File: config.mk
export PLATFORM = sky130hd
export DESIGN_NAME = player_motion
export DESIGN_NICKNAME = d
export VERILOG_FILES = /design/src/rtl/game_pkg.sv /design/src/rtl/player_vphys.sv /design/src/rtl/player_motion.sv
export SDC_FILE = /design/constraint.sdc
export NUM_CORES = 1
export LEC_CHECK = 0
export CORE_UTILIZATION = 40
export CTS_BUF_LIST = sky130_fd_sc_hd__clkbuf_2
export CTS_CLUSTER_SIZE = 8
export DETAILED_ROUTE_END_ITERATION = 10
export PLACE_DENSITY = 0.56
export SYNTH_ARGS = -nofsm -noshare
export SYNTH_HDL_FRONTEND = slang
export SYNTH_SLANG_ARGS = --single-unit
File: constraint.sdc
create_clock -name clk -period 6.4 [get_ports clk]
set_clock_uncertainty 0.15 [all_clocks]
set_input_delay 1.28 -clock clk [delete_from_list [all_inputs] [get_ports clk]]
set_output_delay 1.28 -clock clk [all_outputs]
set_load 0.03 [all_outputs]
File: src/rtl/game_pkg.sv
// Shared map/physics constants and the player motion state type.
// Coordinates are signed with the origin at screen centre.
package game_pkg;

  typedef enum logic [1:0] {GROUND, AIR, DASH, HITSTUN} player_state_e;

  localparam int P_X_W       = 11;
  localparam int P_Y_W       = 10;
  localparam int MAP_X_MIN   = -304;
  localparam int MAP_X_MAX   = 304;
  localparam int MAP_X_START = -280;
  localparam int MAP_Y_GND   = -200;

  localparam int PHY_STEP_X    = 4;
  localparam int PHY_JUMP_V    = 20;
  localparam int PHY_GRAV      = 2;
  localparam int PHY_AIR_JUMPS = 1;
  localparam int PHY_DASH_STEP = 12;
  localparam int PHY_DASH_LEN  = 6;
  localparam int PHY_DASH_CD   = 30;
  localparam int PHY_KB_STEP   = 6;
  localparam int PHY_KB_LEN    = 8;

  // Bits needed to hold 0..n, never less than one.
  function automatic int unsigned cnt_width(input int unsigned n);
    return (n < 1) ? 1 : $clog2(n + 1);
  endfunction

endpackage

File: src/rtl/player_vphys.sv
// Vertical integrator: y += vy, then gravity or jump reload, with ground landing.
module player_vphys
  import game_pkg::*;
#(
  parameter int Y_W    = P_Y_W,
  parameter int Y_GND  = MAP_Y_GND,
  parameter int JUMP_V = PHY_JUMP_V,
  parameter int GRAV   = PHY_GRAV
) (
  input  logic signed [Y_W-1:0] i_y,
  input  logic signed [Y_W-1:0] i_vy,
  input  logic                  i_jump_load,
  input  logic                  i_grounded_hold,
  output logic signed [Y_W-1:0] o_y_next,
  output logic signed [Y_W-1:0] o_vy_next,
  output logic                  o_landed
);

  localparam logic signed [Y_W+1:0] GND_E = (Y_W+2)'(Y_GND);
  localparam logic signed [Y_W-1:0] GND_S = Y_W'(Y_GND);
  localparam logic signed [Y_W-1:0] JV_S  = Y_W'(JUMP_V);
  localparam logic signed [Y_W-1:0] GR_S  = Y_W'(GRAV);

  logic signed [Y_W+1:0] w_sum;

  always_comb begin
    w_sum     = {{2{i_y[Y_W-1]}}, i_y} + {{2{i_vy[Y_W-1]}}, i_vy};
    o_y_next  = i_y;
    o_vy_next = i_vy;
    o_landed  = 1'b0;
    if (!i_grounded_hold) begin
      if (w_sum <= GND_E) begin
        o_y_next  = GND_S;
        o_vy_next = '0;
        o_landed  = 1'b1;
      end else begin
        o_y_next  = w_sum[Y_W-1:0];
        o_vy_next = i_jump_load ? JV_S : i_vy - GR_S;
      end
    end
  end

endmodule

File: src/rtl/player_motion.sv
// Tick-stepped player movement controller: GROUND/AIR/DASH/HITSTUN with
// jump physics, air jumps, dash cooldown and knockback.
module player_motion
  import game_pkg::*;
#(
  parameter int X_W       = P_X_W,
  parameter int Y_W       = P_Y_W,
  parameter int X_MIN     = MAP_X_MIN,
  parameter int X_MAX     = MAP_X_MAX,
  parameter int X_START   = MAP_X_START,
  parameter int Y_GND     = MAP_Y_GND,
  parameter int STEP_X    = PHY_STEP_X,
  parameter int JUMP_V    = PHY_JUMP_V,
  parameter int GRAV      = PHY_GRAV,
  parameter int AIR_JUMPS = PHY_AIR_JUMPS,
  parameter int DASH_STEP = PHY_DASH_STEP,
  parameter int DASH_LEN  = PHY_DASH_LEN,
  parameter int DASH_CD   = PHY_DASH_CD,
  parameter int KB_STEP   = PHY_KB_STEP,
  parameter int KB_LEN    = PHY_KB_LEN
) (
  input  logic                  clk,
  input  logic                  rst_n,
  input  logic                  tick,
  input  logic                  right,
  input  logic                  left,
  input  logic                  jump,
  input  logic                  squat,
  input  logic                  defend,
  input  logic                  dash,
  input  logic                  hit,
  input  logic                  hit_dir,
  output logic signed [X_W-1:0] x,
  output logic signed [Y_W-1:0] y,
  output logic                  isJ,
  output logic                  isQ,
  output logic                  isD,
  output logic                  isDash,
  output logic                  isHit,
  output logic                  facing,
  output logic                  dash_ready
);

  localparam int unsigned CD_W  = cnt_width(DASH_CD);
  localparam int unsigned CNT_W = cnt_width((DASH_LEN > KB_LEN) ? DASH_LEN : KB_LEN);
  localparam int unsigned AJ_W  = cnt_width(AIR_JUMPS);

  localparam logic [CD_W-1:0]        CD_LOAD  = CD_W'(DASH_CD);
  localparam logic [CNT_W-1:0]       DLEN     = CNT_W'(DASH_LEN);
  localparam logic [CNT_W-1:0]       KLEN     = CNT_W'(KB_LEN);
  localparam logic [AJ_W-1:0]        AJ_MAX   = AJ_W'(AIR_JUMPS);
  localparam logic signed [X_W+1:0]  XMIN_E   = (X_W+2)'(X_MIN);
  localparam logic signed [X_W+1:0]  XMAX_E   = (X_W+2)'(X_MAX);
  localparam logic signed [X_W+1:0]  STEP_E   = (X_W+2)'(STEP_X);
  localparam logic signed [X_W+1:0]  DSTEP_E  = (X_W+2)'(DASH_STEP);
  localparam logic signed [X_W+1:0]  KSTEP_E  = (X_W+2)'(KB_STEP);
  localparam logic signed [X_W-1:0]  XSTART_S = X_W'(X_START);
  localparam logic signed [Y_W-1:0]  GND_S    = Y_W'(Y_GND);
  localparam logic signed [Y_W-1:0]  JV_S     = Y_W'(JUMP_V);

  player_state_e         r_state, w_state_nx;
  logic signed [X_W-1:0] r_x, w_x_nx;
  logic signed [Y_W-1:0] r_y, w_y_nx;
  logic signed [Y_W-1:0] r_vy, w_vy_nx;
  logic                  r_facing, w_facing_nx;
  logic [CD_W-1:0]       r_cd, w_cd_nx;
  logic [CNT_W-1:0]      r_cnt, w_cnt_nx;
  logic [AJ_W-1:0]       r_aj, w_aj_nx;
  logic                  r_kbdir, w_kbdir_nx;
  logic                  r_jprev;

  logic                  w_jedge, w_jump_load, w_grounded_hold, w_landed;
  logic signed [Y_W-1:0] w_y_phys, w_vy_phys;
  logic signed [X_W+1:0] w_walk_dx, w_dx, w_xsum;

  assign w_jedge         = jump & ~r_jprev;
  assign w_jump_load     = (r_state == AIR) & w_jedge & (r_aj < AJ_MAX);
  assign w_grounded_hold = (r_state == HITSTUN) ? !(r_y > GND_S) : (r_state != AIR);
  assign w_walk_dx       = right ? STEP_E : (left ? -STEP_E : '0);

  player_vphys #(
    .Y_W   (Y_W),
    .Y_GND (Y_GND),
    .JUMP_V(JUMP_V),
    .GRAV  (GRAV)
  ) u_vphys (
    .i_y            (r_y),
    .i_vy           (r_vy),
    .i_jump_load    (w_jump_load),
    .i_grounded_hold(w_grounded_hold),
    .o_y_next       (w_y_phys),
    .o_vy_next      (w_vy_phys),
    .o_landed       (w_landed)
  );

  always_ff @(posedge clk or negedge rst_n) begin
    if (!rst_n) begin
      r_state  <= GROUND;
      r_x      <= XSTART_S;
      r_y      <= GND_S;
      r_vy     <= '0;
      r_facing <= 1'b1;
      r_cd     <= '0;
      r_cnt    <= '0;
      r_aj     <= '0;
      r_kbdir  <= 1'b0;
      r_jprev  <= 1'b0;
    end else if (tick) begin
      r_state  <= w_state_nx;
      r_x      <= w_x_nx;
      r_y      <= w_y_nx;
      r_vy     <= w_vy_nx;
      r_facing <= w_facing_nx;
      r_cd     <= w_cd_nx;
      r_cnt    <= w_cnt_nx;
      r_aj     <= w_aj_nx;
      r_kbdir  <= w_kbdir_nx;
      r_jprev  <= jump;
    end
  end

  // A tick that starts a hit or dash only switches state; motion begins next tick.
  always_comb begin
    w_state_nx  = r_state;
    w_y_nx      = r_y;
    w_vy_nx     = r_vy;
    w_facing_nx = r_facing;
    w_cnt_nx    = r_cnt;
    w_aj_nx     = r_aj;
    w_kbdir_nx  = r_kbdir;
    w_cd_nx     = (r_cd != '0) ? r_cd - 1'b1 : r_cd;
    w_dx        = '0;
    case (r_state)
      GROUND: begin
        if (hit) begin
          if (!defend) begin
            w_state_nx = HITSTUN;
            w_cnt_nx   = KLEN;
            w_kbdir_nx = hit_dir;
          end
        end else if (dash && r_cd == '0 && !defend) begin
          w_state_nx = DASH;
          w_cnt_nx   = DLEN;
          w_cd_nx    = CD_LOAD;
        end else if (w_jedge) begin
          w_state_nx = AIR;
          w_vy_nx    = JV_S;
          w_aj_nx    = '0;
        end else begin
          if (right)     w_facing_nx = 1'b1;
          else if (left) w_facing_nx = 1'b0;
          if (!defend && !squat) w_dx = w_walk_dx;
        end
      end
      AIR: begin
        if (hit) begin
          w_state_nx = HITSTUN;
          w_cnt_nx   = KLEN;
          w_kbdir_nx = hit_dir;
        end else if (dash && r_cd == '0 && !defend) begin
          w_state_nx = DASH;
          w_cnt_nx   = DLEN;
          w_cd_nx    = CD_LOAD;
          w_vy_nx    = '0;
        end else begin
          if (right)     w_facing_nx = 1'b1;
          else if (left) w_facing_nx = 1'b0;
          w_dx    = w_walk_dx;
          w_y_nx  = w_y_phys;
          w_vy_nx = w_vy_phys;
          if (w_landed)         w_state_nx = GROUND;
          else if (w_jump_load) w_aj_nx    = r_aj + 1'b1;
        end
      end
      DASH: begin
        if (hit) begin
          w_state_nx = HITSTUN;
          w_cnt_nx   = KLEN;
          w_kbdir_nx = hit_dir;
        end else begin
          w_dx     = r_facing ? DSTEP_E : -DSTEP_E;
          w_cnt_nx = r_cnt - 1'b1;
          if (w_cnt_nx == '0) begin
            w_vy_nx = '0;
            if (r_y == GND_S) w_state_nx = GROUND;
            else              w_state_nx = AIR;
          end
        end
      end
      HITSTUN: begin
        w_y_nx  = w_y_phys;
        w_vy_nx = w_vy_phys;
        if (hit) begin
          w_cnt_nx   = KLEN;
          w_kbdir_nx = hit_dir;
          w_dx       = hit_dir ? KSTEP_E : -KSTEP_E;
        end else begin
          w_cnt_nx = r_cnt - 1'b1;
          w_dx     = r_kbdir ? KSTEP_E : -KSTEP_E;
          if (w_cnt_nx == '0) begin
            if (w_y_phys == GND_S) w_state_nx = GROUND;
            else                   w_state_nx = AIR;
          end
        end
      end
      default: w_state_nx = GROUND;
    endcase

    w_xsum = {{2{r_x[X_W-1]}}, r_x} + w_dx;
    if (w_xsum < XMIN_E)      w_xsum = XMIN_E;
    else if (w_xsum > XMAX_E) w_xsum = XMAX_E;
    w_x_nx = w_xsum[X_W-1:0];
  end

  always_comb begin
    x          = r_x;
    y          = r_y;
    facing     = r_facing;
    isJ        = (r_state == AIR);
    isDash     = (r_state == DASH);
    isHit      = (r_state == HITSTUN);
    isD        = defend && (r_state == GROUND);
    isQ        = squat && !defend && (r_state == GROUND);
    dash_ready = (r_cd == '0) && (r_state == GROUND || r_state == AIR);
  end

endmodule

==> metrics.yaml, run 1 <==
grt_max_degree: 46
ys_ff_latch: 45
cts.sinks: 45
synth-warning-count: 0
post_dp_cell_area_sq_um: 4280
dpl.cell_count: 594
synth_edf_count: 0
worst_ep_required_time_ns: 6.63
dp_slack_ns: 0.644
final_max_slew_viol_count: 0
outcome: "finished clean"
diodes: 0
cts_tree: "done"
finalCritPeriodShare_pct: 84.2
drtPass1Iterations: 4
final_util_pct: 47.3
setup_slack_ns: 1.01
max_slew_margin_pct: 30.8
initial_core_util_pct: 41.2
area_growth_pct: 14.9
clk_pin_slew_ns: 0.23
clk-insertion-delay-late_ns: 0.42
cts_buffers: 5
fillers: 908
postRouteWirelength_microns: 9810
highest_layer: "met4"
grt.total_usage_pct: 20.7
max_stage_delay_ns: 0.61
first_global_vias: 3406
io-pin-count: 39
die_x_microns: 99.5
ys_seq_area_share_pct: 30.0
postCtsHoldBufs: 0
grt_pass1_wl_microns: 16500
p_leak_nw: 1.82
fin_area_sq_um: 4370
drv_cap: 0
synth_nets: 477
worstSetupStartpointType: "primary input"
powerDensity_nw_per_um2: 621
cts_setup_buffers: 0
fmax_ghz: 0.186
cts_buffer_depth: 2
via_count: 3513
drive_gt1_share_pct: 11.8
vias_per_cell: 5.84
crit_path_cell_trace: "clkdlybuf4s50_1 > nor3b_2 > nor2_1 > nand3b_1 > o41a_1 > a21oi_1 > buf_4 > ha_1 > and3_1 > a221oi_2 > xnor2_1 > o311ai_1 > a211o_1 > maj3_2 > a21oi_4 > o221a_2"
place_congestion: 0.913
met1Wirelength_microns: 4910
fp.dieArea_sq_um: 9900
async_flop_share_pct: 100
crit_path_end_kind: "flip-flop"
portBuffers: 37
ant_nets: 0
cts_resized: 0
fp.coreArea_sq_um: 9240
setup_violations: 0
synth.cell_area_sq_um: 3800
htreeDepth: 2
wl_met2_microns: 4530
layout.cells.non_filler: 602
ir_drop_mv: 0.235
wl_per_cell_microns: 16.3
syn_inst: 439
row_count: 35
cp_slowest_cell: "clkdlybuf4s50_1"
dp_hpwl_microns: 7550
final_nets: 510
ys_types: 89
dr.first_iter.drc_count: 141
rsz0062_at_grt: "false"
wl_met3_microns: 263
drc: 0
hold_class: "reg2reg"
period_minus_slack_ns: 5.39
syn_area_per_cell_sq_um: 8.66
cts-root-buf: "clkbuf_2"
synthFlopType: "dfrtp_1"
worst-slew-pin-transition_ns: 1.04
hold_viol_final: 0
crit_fanout: 9
antenna_found_initial: 0
die_h_microns: 99.5
finalSetupTns_ns: 0
path_class: "in2reg"
grt-ovfl-total: 0
cp.arrival_ns: 5.62
## layout make-up
type	count	area (sq um)	share of cell area, %
multi-input cells	355	2490	57.1
flip-flops and latches	45	1140	26.1
repair buffers	40	388	8.88
well taps	129	161	3.69
inverters	25	93.8	2.15
clock inverters	3	65.1	1.49
clock buffers	5	25.0	0.573
## worst paths after layout
kind	end	depth (start not counted)	from	slack (ns)
setup / recovery	x[6]	16	defend	1.01
hold / removal	x[10]	2	x[10]	0.37
setup reg to reg	x[6]	19	r_cd[0]	1.10
hold reg to reg	x[10]	2	x[10]	0.37
max in group asynchronous	r_aj	1	rst_n	4.62
min in group asynchronous	y[2]	1	rst_n	0.84
## power breakdown
part           switching [mW]  leakage [nW]  internal [mW]  total (mW)
sequential              0.146         0.538          0.421       0.567
clock                  0.0963        0.0529          0.104       0.201
combinational            1.15          1.23          0.795        1.95
total                    1.39          1.82           1.32        2.72
## sequential cells by signal, indices dropped and copies added (netlist names)
signal   flops
facing       1
x           10
r_kbdir      1
r_cnt        4
r_vy        10
r_state      2
r_aj         1
r_jprev      1
r_cd         5
y           10
## layout by cell type, fill, tap and decap left out, types with 3 or more instances in the layout
| cell | n |
|---|---|
| a21oi_1 | 29 |
| ha_1 | 25 |
| nor4_1 | 5 |
| dfrtp_1 | 33 |
| clkbuf_2 | 5 |
| nand2b_1 | 7 |
| nor2_2 | 3 |
| and2_1 | 3 |
| o21ai_0 | 29 |
| nand3b_1 | 6 |
| nand2_1 | 33 |
| o211ai_1 | 5 |
| a31oi_1 | 9 |
| nand3_1 | 8 |
| a31o_2 | 3 |
| a221o_1 | 3 |
| inv_1 | 24 |
| nor2_1 | 45 |
| buf_4 | 3 |
| a211oi_1 | 4 |
| xnor2_1 | 6 |
| a32o_1 | 5 |
| o31ai_1 | 8 |
| a211o_1 | 4 |
| xor2_1 | 9 |
| or3_1 | 3 |
| o2111ai_1 | 3 |
| clkdlybuf4s50_1 | 36 |
| a21o_1 | 11 |
| nor2b_1 | 4 |
| nor3b_1 | 4 |
| nor3_1 | 10 |
| dfstp_2 | 12 |
| a211oi_2 | 3 |
## worst max-delay path: cells and delay by family
kind	cells	cell delay, ns
buffers and inverters	2	0.78
AO/OA/AOI/OAI	7	1.90
XOR/XNOR	1	0.22
adder cells (fa/ha/maj)	2	0.69
AND/OR/NAND/NOR	4	0.75
## synthesized netlist by cell type, types with 3 or more instances
cell type	n	area [sq um]
xnor2_1	6	52.6
a211oi_1	4	30.0
o2111ai_1	3	26.3
nor2_1	45	169
xor2_1	9	78.8
inv_1	24	90.1
nand2_1	33	124
nor4_1	5	31.3
nor2_2	3	18.8
o21ai_0	29	145
nor3b_1	4	30.0
a32o_1	5	50.1
a31o_2	3	26.3
nand2b_1	7	43.8
and2_1	3	18.8
dfrtp_1	33	826
o211ai_1	5	37.5
nor2b_1	4	25.0
or3_1	3	18.8
nand3_1	8	40.0
nand3b_1	6	45.0
a221o_1	3	30.0
dfstp_2	12	315
a211o_1	4	35.0
o31ai_1	8	60.1
a31oi_1	9	56.3
a21o_1	11	82.6
ha_1	25	313
buf_2	4	20.0
a211oi_2	3	37.5
nor3_1	10	50.1
a21oi_1	29	145
clkbuf_1	7	26.3
## cell families (layout without fill, tap and decap cells)
family | count (synthesis) | in the layout | synth area share (%)
compound gates | 155 | 155 | 30.5
xor+xnor | 15 | 15 | 3.46
fa+ha+maj | 28 | 28 | 9.58
buf+inv | 39 | 73 | 4.38
flops | 45 | 45 | 30.0
mux | 3 | 3 | 0.856
other cells | 1 | 1 | 0.0986
simple gates | 153 | 153 | 21.2
## per-stage QoR
| step | power [mW] | hold slack [ns] |
|---|---|---|
| floorplan | 2.05 | 0.315 |
| global placement | 2.49 | 0.340 |
| detailed placement | 2.51 | 0.342 |
| CTS | 2.72 | 0.370 |
| global route | 2.96 | 0.386 |
| finish | 2.72 | 0.368 |
## routing by layer
metal / vias to the layer above / GRT usage [%]
met5: - / 0
met2: 61 / 33.2
li1: 1725 / -
met4: 0 / 5.88
met1: 1718 / 29.4
met3: 9 / 2.60
No activity file was read; power rests on OpenSTA's default activity.
==> inputs of run 2 (changes only) <==
--- a/config.mk
+++ b/config.mk
@@ -9,7 +9,7 @@
 export CTS_BUF_LIST = sky130_fd_sc_hd__clkbuf_2
 export CTS_CLUSTER_SIZE = 8
 export DETAILED_ROUTE_END_ITERATION = 10
-export PLACE_DENSITY = 0.56
+export PLACE_DENSITY = 0.58
 export SYNTH_ARGS = -nofsm -noshare
 export SYNTH_HDL_FRONTEND = slang
 export SYNTH_SLANG_ARGS = --single-unit
==> constraint.sdc (replaced) <==
create_clock -name clk -period 4.4 [get_ports clk]
set_clock_uncertainty 0.15 [all_clocks]
set_input_delay 0.88 -clock clk [delete_from_list [all_inputs] [get_ports clk]]
set_output_delay 0.88 -clock clk [all_outputs]
set_load 0.03 [all_outputs]
==> metrics.yaml, run 2 (synthesis gave the netlist of run 1 again) <==
io-pin-count: 39  # unchanged
fmax_ghz: 0.224
hold_viol_final: 0  # unchanged
postRouteWirelength_microns: 10700  # +9.4%
drc: 0  # unchanged
crit_path_end_kind: "flip-flop"
max_slew_margin_pct: 32.6  # +1.8 points
cts_buffer_depth: 2  # unchanged
diodes: 0  # unchanged
crit_path_cell_trace: "inv_2 > ha_4 > or4b_4 > nor3b_4 > nor2_2 > nand3b_1 > a21oi_1 > a31oi_1 > a21oi_1 > ha_1 > and3_4 > a221oi_4 > xnor2_1 > o311ai_1 > a211o_1 > maj3_2 > a21oi_4 > o221a_2"
grt_max_degree: 46  # unchanged
fp.dieArea_sq_um: 9900  # unchanged
grt.total_usage_pct: 22.9  # +2.2 points
htreeDepth: 2  # unchanged
initial_core_util_pct: 41.2  # unchanged
worstSetupStartpointType: "flip-flop"
layout.cells.non_filler: 664  # +10%
cts.sinks: 45  # unchanged
max_stage_delay_ns: 0.51  # -0.10 ns
die_h_microns: 99.5  # unchanged
grt_pass1_wl_microns: 18200  # +10%
via_count: 3771  # +7.3%
powerDensity_nw_per_um2: 921  # +48%
area_growth_pct: 30.1
clk_pin_slew_ns: 0.27  # +0.04 ns
drtPass1Iterations: 4  # unchanged
fin_hold_ws_ns: 0.372  # +0.00400 ns
antenna_found_initial: 0  # unchanged
cp.arrival_ns: 4.72  # -0.90 ns
cp_slowest_cell: "or4b_4"
worst_ep_required_time_ns: 4.65  # -1.98 ns
final_max_slew_viol_count: 0  # unchanged
dr.first_iter.drc_count: 160  # +13%
postCtsHoldBufs: 0  # unchanged
final_nets: 572  # +12%
fillers: 877  # -3.4%
power_mw: 4.56  # +68%
drive_gt1_share_pct: 26.0  # +14 points
setup_violations: 6  # +6
ant_nets: 0  # unchanged
wl_per_cell_microns: 16.2  # -0.81%
worst_path_dominant_cell_family: "compound AO/OA/AOI/OAI gates"
outcome: "complete, but fails checks"
row_count: 35  # unchanged
multi_input_area_sq_um: 2650  # +6.0%
portBuffers: 37  # unchanged
die_x_microns: 99.5  # unchanged
cts-root-buf: "clkbuf_2"
drv_cap: 0  # unchanged
dp_hpwl_microns: 8290  # +9.8%
mostFrequentLayoutCell: "buf_4"
hold_class: "reg2reg"
grt-ovfl-total: 0  # unchanged
crit_fanout: 8  # -1
final-seq-area_sq_um: 1140  # unchanged
worst-slew-pin-transition_ns: 1.01  # -0.0266 ns
fp.coreArea_sq_um: 9240  # unchanged
setup_slack_ns: -0.0718  # -1.08 ns
rsz0062_at_grt: "true"
period_minus_slack_ns: 4.47
p_leak_nw: 2.11  # +16%
clk-insertion-delay-late_ns: 0.44  # +0.02 ns
cts_tree: "done"
ir_drop_mv: 0.674  # +190%
cts_buffers: 5  # unchanged
finalSetupTns_ns: -0.317  # -0.317 ns
place_congestion: 0.884  # -3.2%
final_util_pct: 53.6  # +6.3 points
path_class: "reg2reg"
dpl.cell_count: 647  # +8.9%
cp_common_cell: "a21oi_1"
path_buf_inv: 1  # -1
violations: "setup timing"
finalCritPeriodShare_pct: 102
layout_common_cells: "buf_4 (64), nor2_1 (44), clkdlybuf4s50_1 (36)"
vias_per_cell: 5.68  # -2.7%
first_global_vias: 3838  # +13%
==> run 2: final cells by class <==
cell class | instances | share of cell area, %
Inverter | 25 | 1.90
Multi-Input combinational cell | 355 | 53.5
Sequential cell | 45 | 23.1
Timing Repair Buffer | 102 | 17.3
Clock inverter | 3 | 0.506
Tap cell | 129 | 3.26
Clock buffer | 5 | 0.506
==> run 2: metrics by stage <==
stage | area (sq um) | setup slack, ns
2_1_floorplan | 3840 | -0.0375
3_3_place_gp | 4700 | -0.299
3_5_place_dp | 4700 | -0.467
4_1_cts | 4900 | -0.115
5_1_grt | 4950 | -0.302
6_report | 4950 | -0.0718
==> run 2: metal layers <==
layer	track usage, %	share of wire, %	vias up
met4	7.35	1.7	0
met5	0	0	-
li1	-	-	1851
met2	39.2	48	75
met3	2.74	2.6	15
met1	30.2	47	1830
==> run 2: worst paths after layout <==
path                         start  endpoint  cells after the start  slack, ns
max                        r_cd[1]      x[6]                     18      -0.07
min reg2reg                   y[8]      y[8]                      2       0.37
min                           y[8]      y[8]                      2       0.37
max reg2reg                r_cd[1]      x[6]                     18      -0.07
min in group asynchronous    rst_n   r_cd[2]                      1       0.40
max in group asynchronous    rst_n   r_kbdir                      1       3.06
==> run 2: what timing repair did <==
| action | in CTS | in global routing |
|---|---|---|
| pin swaps | 21 | 6 |
| buffers inserted | 7 | 2 |
| gates resized for setup | 14 | 7 |
| endpoints found under the setup margin | 8 | 8 |
==> run 2: worst min-delay path: cells and delay by family, from the launching register on <==
family        cells  cell delay [ns]
flops             1             0.47
simple gates      2             0.10
==> run 2: power by group <==
part           internal, mW  total, mW  leakage (nW)  switching (mW)
Clock                0.0436      0.201        0.0300           0.157
Sequential            0.613      0.818         0.538           0.204
Combinational          1.64       3.54          1.54            1.89
==> inputs of run 3 (changes only) <==
--- a/config.mk
+++ b/config.mk
@@ -5,11 +5,13 @@
 export SDC_FILE = /design/constraint.sdc
 export NUM_CORES = 1
 export LEC_CHECK = 0
+export ABC_CLOCK_PERIOD_IN_PS = 5400
+export CORE_MARGIN = 5
 export CORE_UTILIZATION = 40
 export CTS_BUF_LIST = sky130_fd_sc_hd__clkbuf_2
 export CTS_CLUSTER_SIZE = 8
 export DETAILED_ROUTE_END_ITERATION = 10
-export PLACE_DENSITY = 0.58
+export PLACE_DENSITY = 0.56
 export SYNTH_ARGS = -nofsm -noshare
 export SYNTH_HDL_FRONTEND = slang
 export SYNTH_SLANG_ARGS = --single-unit
==> constraint.sdc (replaced) <==
create_clock -name clk -period 5.4 [get_ports clk]
set_clock_uncertainty 0.15 [all_clocks]
set_input_delay 1.08 -clock clk [delete_from_list [all_inputs] [get_ports clk]]
set_output_delay 1.08 -clock clk [all_outputs]
set_load 0.03 [all_outputs]
==> metrics.yaml, run 3 (synthesis gave the netlist of run 1 again) <==
p_sw_share_pct: 51.3  # +1.8 points
cts-root-buf: "clkbuf_2"
worst_ep_required_time_ns: 5.62  # +0.97 ns
fin_area_sq_um: 4430  # -10%
drtPass1Iterations: 4  # unchanged
grt_util_met2_pct: 29.0  # -10 points
dp_hpwl_microns: 7900  # -4.7%
setup_violations: 0  # -6
grt_max_degree: 46  # unchanged
max_slew_margin_pct: 30.7  # -1.9 points
rsz0062_at_grt: "false"
max_stage_delay_ns: 0.58  # +0.07 ns
fin_hold_ws_ns: 0.360  # -0.0126 ns
fp.dieArea_sq_um: 11600  # +17%
cts_buffers: 5  # unchanged
initial_core_util_pct: 41.2  # unchanged
grt.total_usage_pct: 18.1  # -4.8 points
power.switching_mw: 1.68  # -26%
io-pin-count: 39  # unchanged
place_congestion: 0.858  # -3.0%
postCtsHoldBufs: 0  # unchanged
cts_tree: "done"
crit_fanout: 8  # unchanged
first_global_vias: 3384  # -12%
period_minus_slack_ns: 5.09  # +0.617 ns
fmax_ghz: 0.197  # -12%
ir_drop_mv: 0.272  # -60%
final_util_pct: 47.9  # -5.6 points
crit_path_cell_trace: "inv_1 > ha_1 > or4b_1 > nor3b_2 > nor2_1 > nand3b_1 > a21oi_1 > a31oi_1 > a21oi_1 > buf_4 > ha_1 > buf_4 > nand4_2 > and3_4 > a311oi_2 > o311ai_1 > a211o_1 > maj3_2 > a21oi_4 > o221a_2"
worstSetupStartpointType: "flip-flop"
dpl.cell_count: 601  # -7.1%
cp.arrival_ns: 5.30  # +0.58 ns
antenna_found_initial: 0  # unchanged
worst-slew-pin-transition_ns: 1.04  # +0.0283 ns
post_dp_cell_area_sq_um: 4330  # -7.9%
drc: 0  # unchanged
hold_class: "reg2reg"
final_max_slew_viol_count: 0  # unchanged
cp_slowest_cell: "or4b_1"
row_count: 35  # unchanged
path_buf_inv: 3  # +2
grt_use_met3_pct: 2.76  # +0.019 points
seqPwrFrac_pct: 20.1  # +2.2 points
drv_cap: 0  # unchanged
dp_slack_ns: 0.125  # +0.592 ns
final_nets: 518  # -9.4%
pwr-share-comb_pct: 72.4  # -5.2 points
layout_common_cells: "nor2_1 (45), clkdlybuf4s50_1 (36), nand2_1 (33), dfrtp_1 (33)"
outcome: "finished clean"
final-seq-area_sq_um: 1140  # unchanged
grt_pass1_wl_microns: 17000  # -6.3%
worst_path_dominant_cell_family: "compound AO/OA/AOI/OAI gates"
powerDensity_nw_per_um2: 738  # -20%
clk_pin_slew_ns: 0.27  # about the same
grt.met1_usage_pct: 26.4  # -3.8 points
clk-insertion-delay-late_ns: 0.44  # about the same
power.internal_mw: 1.59  # -31%
layout.cells.non_filler: 610  # -8.1%
htreeDepth: 2  # unchanged
finalSetupTns_ns: 0  # +0.317 ns
p_leak_nw: 1.86  # -12%
diodes: 0  # unchanged
vias_per_cell: 5.79  # +2.0%
clockPowerShare_pct: 7.5  # +3.1 points
die_h_microns: 108  # +8.0%
via_count: 3534  # -6.3%
area_growth_pct: 16.5
die_x_microns: 108  # +8.0%
power_mw: 3.27  # -28%
setup_slack_ns: 0.312  # +0.383 ns
multi_input_area_sq_um: 2490  # -5.7%
hold_viol_final: 0  # unchanged
grt_busiest_layer: "met2"
wl_per_cell_microns: 16.7  # +3.2%
crit_path_end_kind: "flip-flop"
dr.first_iter.drc_count: 167  # +4.4%
finalCritPeriodShare_pct: 94.2  # -7.4 points
cts_buffer_depth: 2  # unchanged
ant_nets: 0  # unchanged
cts.sinks: 45  # unchanged
fillers: 915  # +4.3%
portBuffers: 37  # unchanged
path_class: "reg2reg"
mostFrequentLayoutCell: "nor2_1"
grt-ovfl-total: 0  # unchanged
fp.coreArea_sq_um: 9240  # unchanged
drive_gt1_share_pct: 13.3  # -13 points
postRouteWirelength_microns: 10200  # -5.2%
-- run 3: cell count changes in the layout (fill, tap and decap cells not counted), sizes merged --
cell | before | now
clkinv | 1 | 2
clkinvlp | 1 | 0
bufinv | 0 | 2
inv | 26 | 24
buf | 66 | 12
-- run 3: routing by layer --
layer  routed length (microns)  vias up
li1                          -     1740
met1                      5210     1717
met2                      4530       64
met3                       347       13
met4                        93        0
met5                         0        -
-- run 3: worst min-delay path: cells and delay by family (launching register included) --
| kind | cells | cell delay, ns |
|---|---|---|
| flip-flops | 1 | 0.45 |
| AND/OR/NAND/NOR | 2 | 0.10 |
-- run 3: power by group through the flow --
stage                     clock network, mW  logic [mW]  registers [mW]
after CTS                             0.250        2.37           0.658
after floorplan                           0        1.70           0.726
after global routing                  0.266        2.62           0.681
after global placement                    0        2.34           0.664
final                                 0.244        2.37           0.657
after detailed placement                  0        2.36           0.664
-- run 3: worst paths after layout --
check	startpoint	endpoint	slack [ns]	cells after the start
worst max register to register	r_cd[0]	x[7]	0.31	20
max in group asynchronous	rst_n	r_jprev	3.80	1
worst max-delay path	r_cd[0]	x[7]	0.31	20
worst min-delay path	y[8]	y[8]	0.36	2
worst min register to register	y[8]	y[8]	0.36	2
min in group asynchronous	rst_n	r_vy[3]	0.61	1
-- run 3: area by class of cell --
class | instances | share of cell area (%)
clock buffer | 5 | 0.565
clock inverter | 3 | 1.47
inverter | 25 | 2.12
multi-input combinational | 355 | 56.3
sequential | 45 | 25.8
tap | 129 | 3.64
timing repair buffer | 48 | 10.1
-- run 3: repair_timing --
item                       4_1_cts  5_1_grt
setup buffers                    0        1
setup endpoints to repair        0        6
resized for setup                0        0
